===== src/rtl/vending_machine_multi.sv =====
// Multi-product coin vending controller: accumulates capped credit from three coin
// denominations, vends one of N_ITEMS products and streams change/refunds one coin per cycle.
module vending_machine_multi #(
    parameter int CW = 8,
    parameter int N_ITEMS = 4,
    parameter logic [N_ITEMS*CW-1:0] PRICES = {8'd65, 8'd50, 8'd35, 8'd15},
    parameter int COIN1 = 5,
    parameter int COIN2 = 10,
    parameter int COIN3 = 25,
    parameter int MAX_CREDIT = 100,
    localparam int SW = (N_ITEMS > 1) ? $clog2(N_ITEMS) : 1
) (
    input  logic          clk,
    input  logic          R,
    input  logic [1:0]    in,
    input  logic [SW-1:0] sel,
    input  logic          buy,
    input  logic          cancel,
    output logic          out,
    output logic [SW-1:0] item,
    output logic [1:0]    ch,
    output logic [CW-1:0] credit,
    output logic          coin_rej,
    output logic          busy,
    output logic [1:0]    dbg_state
);

    // Encoding order is IDLE=0, COLLECT=1, VEND=2, CHANGE=3 as seen on dbg_state.
    typedef enum logic [1:0] {IDLE, COLLECT, VEND, CHANGE} state_t;

    state_t        state, state_n;
    logic [CW-1:0] credit_n;
    logic          out_n;
    logic [SW-1:0] item_n;
    logic [1:0]    ch_n;
    logic          coin_rej_n;
    logic          busy_n;

    logic [CW-1:0] price;
    logic          sel_ok;
    logic [CW:0]   coin_sum;
    logic [1:0]    pay;
    logic [CW-1:0] pay_val;

    function automatic logic [CW-1:0] coin_value(input logic [1:0] code);
        case (code)
            2'b01:   return CW'(COIN1);
            2'b10:   return CW'(COIN2);
            2'b11:   return CW'(COIN3);
            default: return '0;
        endcase
    endfunction

    // Greedy change: largest coin not exceeding the remaining credit.
    function automatic logic [1:0] change_coin(input logic [CW-1:0] amount);
        if (amount >= CW'(COIN3)) return 2'b11;
        if (amount >= CW'(COIN2)) return 2'b10;
        if (amount >= CW'(COIN1)) return 2'b01;
        return 2'b00;
    endfunction

    assign dbg_state = state;

    always_comb begin
        price  = '0;
        sel_ok = 1'b0;
        for (int i = 0; i < N_ITEMS; i++) begin
            if (sel == SW'(i)) begin
                price  = PRICES[i*CW +: CW];
                sel_ok = 1'b1;
            end
        end
    end

    always_comb begin
        coin_sum   = {1'b0, credit} + {1'b0, coin_value(in)};
        pay        = change_coin(credit);
        pay_val    = coin_value(pay);
        state_n    = state;
        credit_n   = credit;
        out_n      = 1'b0;
        item_n     = item;
        ch_n       = 2'b00;
        coin_rej_n = 1'b0;
        case (state)
            IDLE, COLLECT: begin
                if (cancel && credit != '0) begin
                    state_n    = CHANGE;
                    ch_n       = pay;
                    credit_n   = credit - pay_val;
                    coin_rej_n = (in != 2'b00);
                end else if (buy && sel_ok && credit >= price) begin
                    state_n    = VEND;
                    credit_n   = credit - price;
                    out_n      = 1'b1;
                    item_n     = sel;
                    coin_rej_n = (in != 2'b00);
                end else if (in != 2'b00) begin
                    if (coin_sum <= (CW+1)'(MAX_CREDIT)) begin
                        credit_n = coin_sum[CW-1:0];
                        state_n  = COLLECT;
                    end else begin
                        coin_rej_n = 1'b1;
                    end
                end
            end
            VEND: begin
                coin_rej_n = (in != 2'b00);
                if (credit != '0) begin
                    state_n  = CHANGE;
                    ch_n     = pay;
                    credit_n = credit - pay_val;
                end else begin
                    state_n = IDLE;
                end
            end
            CHANGE: begin
                // The last coin is shown for one cycle with credit already 0; leave after it.
                coin_rej_n = (in != 2'b00);
                if (credit != '0 && pay != 2'b00) begin
                    ch_n     = pay;
                    credit_n = credit - pay_val;
                end else begin
                    state_n  = IDLE;
                    credit_n = '0;
                end
            end
            default: begin
                state_n  = IDLE;
                credit_n = '0;
            end
        endcase
        busy_n = (state_n == VEND) || (state_n == CHANGE);
    end

    always_ff @(posedge clk) begin
        if (R) begin
            state    <= IDLE;
            credit   <= '0;
            out      <= 1'b0;
            item     <= '0;
            ch       <= 2'b00;
            coin_rej <= 1'b0;
            busy     <= 1'b0;
        end else begin
            state    <= state_n;
            credit   <= credit_n;
            out      <= out_n;
            item     <= item_n;
            ch       <= ch_n;
            coin_rej <= coin_rej_n;
            busy     <= busy_n;
        end
    end

endmodule

===== config.mk =====
export PLATFORM = sky130hd
export DESIGN_NAME = vending_machine_multi
export DESIGN_NICKNAME = d
export VERILOG_FILES = /design/src/rtl/vending_machine_multi.sv
export SDC_FILE = /design/constraint.sdc
export NUM_CORES = 1
export LEC_CHECK = 0
export CORE_UTILIZATION = 60
export CTS_CLUSTER_DIAMETER = 150
export DETAILED_ROUTE_END_ITERATION = 12
export DONT_BUFFER_PORTS = 1
export GPL_TIMING_DRIVEN = 0
export PLACE_DENSITY = 0.76
export RECOVER_POWER = 100
export SLEW_MARGIN = 5
export SYNTH_ARGS = -nofsm -noshare
export SYNTH_HDL_FRONTEND = slang
export SYNTH_SLANG_ARGS = --single-unit

===== constraint.sdc =====
create_clock -name clk -period 4.1 [get_ports clk]
set_input_delay 0.205 -clock clk [delete_from_list [all_inputs] [get_ports clk]]
set_output_delay 0.205 -clock clk [all_outputs]
set_load 0.03 [all_outputs]

Word-level counts from Yosys, hierarchy flattened
Cells that the tools add are included.

Add/sub/neg operators: 3. Multiply operators: 0. Divide/modulo/power cells: 0. Magnitude comparators: 5. Equality and inequality tests: 17. Shift operators: 0. Multiplexer cells: 46. Bitwise logic cells: 2. Reductions and logical operators: 15.

Operators with widths (number): 8-bit 2-to-1 mux (9); 2-bit 2-to-1 mux (15); 5-bit one-hot mux with 3 select lines (2); 8-bit one-hot mux with 3 select lines (1); 2-bit equality test (second input constant) (10); 8-bit subtractor (2); 1-bit 2-to-1 mux (15); 2-bit one-hot mux with 3 select lines (2); 8-bit by 8-bit adder with 9-bit output (1); 9-bit by 7-bit less-or-equal comparator with 1-bit output (second input constant) (1); 2-bit by 1-bit equality test with 1-bit output (second input constant) (4); 8-bit by 3-bit greater-or-equal comparator with 1-bit output (second input constant) (1); 8-bit by 4-bit greater-or-equal comparator with 1-bit output (second input constant) (1); 8-bit by 5-bit greater-or-equal comparator with 1-bit output (second input constant) (1); 8-bit greater-or-equal comparator (1); 4-bit != test (second input constant) (2); 8-bit nonzero test (1); 3-bit AND reduction (2); 1-bit logical AND (4); 2-bit logical NOT (2); 4-bit 2-to-1 mux (1); 2-bit nonzero test (2); 2-bit OR reduction (2); 3-bit OR reduction (1); 4 further kinds (5).

Bits in registers: 17. Bits in latches: 0. RAM bits: 0. ROM bits: 0. Input port bits: 8. Output and inout bits: 17. Logic and storage cells: 95. Memories: 0.

Logic depth before layout (Yosys ltp)
Word-level depth: 14. Mapped depth: 13. Depth with buffers taken out: 13.

Worst setup path after synthesis
OpenSTA, ideal clock, no wires.

Path kind: flip-flop to flip-flop. From: register credit[0]. To: register credit[6]. Setup time: 0.132 ns. Arrival time: 2.738 ns. Required time: 3.968 ns. Setup slack: 1.230 ns. Cell stages (with the launch flop): 10. Buffers on the path: 0. Path through: dfxtp_1 > ha_1 > fa_1 > a21o_1 > a21oi_1 > nor3_1 > o32a_1 > o311a_4 > o211ai_1 > o41ai_2.

Cells in the longest elaborated chain, start to end: 12. Elaborated cells on any way between the ends: 39. Classes of those cells: 3 x add/sub; 5 x order compare; 6 x eq/ne; 19 x mux; 6 x reduce/logical.

Ends and longest elaborated chain: start, declared (line 22) `output logic [CW-1:0] credit,`; start signal, assigned (line 147) `credit <= credit_n;`; 8-bit by 3-bit greater-or-equal comparator with 1-bit output (line 58) `if (amount >= CW'(COIN1)) return 2'b01;`; 1-bit 2-to-1 mux (2 in series) (line 58); 1-bit 2-to-1 mux (line 57) `if (amount >= CW'(COIN2)) return 2'b10;`; 2-bit 2-to-1 mux (line 59) `return 2'b00;`; 2-bit 2-to-1 mux (line 58); 2-bit 2-to-1 mux (line 57); 2-bit equality test / 2-bit by 1-bit equality test with 1-bit output (equally long branches) (line 46) `case (code)`; 5-bit one-hot mux with 3 select lines (line 46); 8-bit subtractor (line 90, 112, 122); 8-bit 2-to-1 mux (on tied branches) (line 120, 109, 87); 8-bit one-hot mux with 3 select lines (line 85) `case (state)`.

Parallel ways exist; a longest one is shown, timed or not. The select of a mux whose other input is x is not followed. A chain may end at the register's enable or synchronous reset.

Worst setup path after layout
From: register credit[2]. To: register credit[1].

Same word-level chain as after synthesis.

==> results.yml <==
floorplan:
  dieArea_um2: 3740
  core-area_um2: 3340
  rows: 21
  io_pins: 25
  die_x_um: 61.1
  die_h_um: 61.1
  start_util_pct: 62.8
clocking:
  root_buffer: "clkbuf_4"
  cts_tree: "built"
  cts_sinks: 17
  cts_max_path_buffers: 2
  clk_pin_slew_ns: 0.10
  clk_latency_ns: 0.29
  cts.repair.resized: 0
  cts_hold_buffers: 0
  cts_setup_buffers: 0
  cts_max_level: 1
  numCtsBuffers: 3
synth:
  yosys-top-cells-count: "a21oi_1, nor2_1, ha_1"
  synth_top_area_share_pct: 16.2
  syn_nets: 291
  ys.flop_type: "dfxtp_1"
  synth_top_area_cell: "dfxtp_1"
  synth.yosys.seq_area_share_pct: 16.2
  synthDistinctLibCells: 68
  synth_edf_count: 0
  synth_area_leaders: "dfxtp_1, ha_1, a21oi_1, nor2_1, o21ai_0"
  syn_area_um2: 2100
  ys_seq_elements: 17
  synthArstFlopShare_pct: 0
  yosys_warnings: 0
  synth_area_per_cell_um2: 8.10
  netlist_instances: 259
worst_setup_path:
  cp-end-kind: "flip-flop"
  ff2ff_setup_slack_ns: 0.66
  required_ns: 4.29
  crit_type: "flip-flop to flip-flop"
  crit_arrival_ns: 3.63
  cp-start-kind: "flip-flop"
  endpoint: "credit[1]"
  reg2regPathDepth: 9
  reg2reg_to: "credit[1]"
  cp_max_fo: 10
  critPathLaunch: "credit[2]"
  rr_startpoint: "credit[2]"
timing:
  rsz0062_at_grt: "no"
  clock_skew_ns: 0.00213
  finalHoldViolCount: 0
  fin_crit_sh_pct: 84.0
  slew_viol_final: 0
  period_minus_slack_ns: 3.44
  setup-violations-final: 0
  worst-slew-pin-transition_ns: 0.822
  max_freq_mhz: 290
  max_slew_margin_pct: 45.1
  setup_tns_ns: 0
placement:
  dp_hpwl_mm: 4.03
  place_congestion: 0.935
  place_area_um2: 2150
  port-buffer-count: 0
hold_path:
  hold_path.class: "input port to flip-flop"
finish:
  num_antenna_cells: 0
  postLayoutCellArea_um2: 2160
  syn_to_final_growth_pct: 3.16
  fill_cells: 306
  nets: 296
  drive_gt1_share_pct: 10.6
  multi_input_area_um2: 1630
  regArea_um2: 340
routing:
  drc: 0
  wl_mm: 5.16
  avgRoutedWirePerCell_um: 16.7
  wl_met3_um: 392
  highest_layer: "met4"
  via_per_inst: 6.43
  drt-initial-drc-count: 181
  wl_met1_mm: 2.36
  dr_total_vias: 1986
  dr.pass1.iters: 6
  antenna_left: 0
  dr_wl_met2_mm: 2.36
power:
  p_leak_nw: 0.901
  power_mw: 1.81
  powerDensity_nw_per_um2: 835
  ir_worst_vdd_v: 0.000618
global_routing:
  grt_max_degree: 13
  grt_pass1_wl_mm: 8.35
  antenna_found_initial: 0
  grt_pass1_vias: 1828
  grt.total_usage_pct: 30.1
  grt_overflow_total: 0
flow_run:
  maxCapViolCount: 0
run_status:
  outcome: "finished, final reports clean"
layer usage:
layer,global-route usage [%],vias to the layer above
li1,-,978
met1,40.5,926
met2,50.2,76
met3,6.51,6
met4,5.19,0
met5,0,-
layout make-up:
cell class                      count  share of cell area, %
Multi-Input combinational cell    218                   75.5
Sequential cell                    17                   15.7
Buffer                             10                   2.49
Clock buffer                        4                   1.21
Inverter                           14                   2.43
Tap cell                           46                   2.66
registers in the layout, summed over array words and instances, names as in the netlist:
| signal | flops |
|---|---|
| credit | 8 |
| ch | 2 |
| dbg_state | 2 |
| item | 2 |
| busy | 1 |
| coin_rej | 1 |
| out | 1 |
critical path, cell delays in order, from the launching register on:
cell	delay (ns)
dfxtp_1	0.77
ha_1	0.40
nor2b_1	0.18
o31a_1	0.28
o31a_1	0.29
o31ai_1	0.64
buf_6	0.24
a21oi_1	0.16
o31ai_1	0.30
a21oi_1	0.07
per-stage QoR:
step	instances	worst slack, ns	hold slack, ns	util, %
floorplan	259	1.23	0.349	-
global placement	305	0.823	0.354	64.6
detailed placement	305	0.833	0.358	64.6
CTS	309	0.814	0.0477	65.4
global route	309	0.400	0.0422	64.8
finish	309	0.656	0.0529	64.8
cells in the final DEF (no fill, tap or decap), types with 3 or more instances in the layout:
cell type / count
mux2i_1: 5
nand2_1: 8
clkbuf_1: 7
a211oi_2: 3
nor2b_1: 10
ha_1: 21
inv_1: 14
nor3_1: 11
a211oi_1: 3
nor2_1: 23
mux2_2: 3
and2_1: 4
clkbuf_4: 3
o21a_1: 6
and3_1: 3
o31ai_1: 8
dfxtp_1: 17
o21ai_0: 13
xnor2_1: 6
nand2b_1: 5
a21oi_1: 24
fa_1: 3
nand3_1: 4
power by group:
group / switching (mW) / total (mW) / internal, mW
combinational: 0.707 / 1.27 / 0.564
sequential: 0.219 / 0.443 / 0.224
clock: 0.0544 / 0.0923 / 0.0379
total: 0.980 / 1.81 / 0.826
cells by family after synthesis:
logic type / Yosys count / share of synthesized area, %
DFF: 17 / 16.2
muxes: 9 / 4.53
xor gates and xnor gates: 7 / 2.92
AOI/OAI and AO/OA: 91 / 32.3
adders and majority gates: 24 / 15.4
buffers and inverters: 24 / 5.07
and+or+nand+nor: 87 / 23.5
worst min path at each step:
stage | startpoint | slack [ns] | depth (start not counted) | to
after global routing | sel[0] | 0.04 | 2 | item[0]
after CTS | sel[0] | 0.05 | 2 | item[0]
final | sel[0] | 0.05 | 2 | item[0]
after floorplan | sel[0] | 0.35 | 2 | item[0]
after detailed placement | sel[0] | 0.36 | 2 | item[0]
after global placement | sel[0] | 0.35 | 2 | item[0]
(Power assumes the default switching activity.)
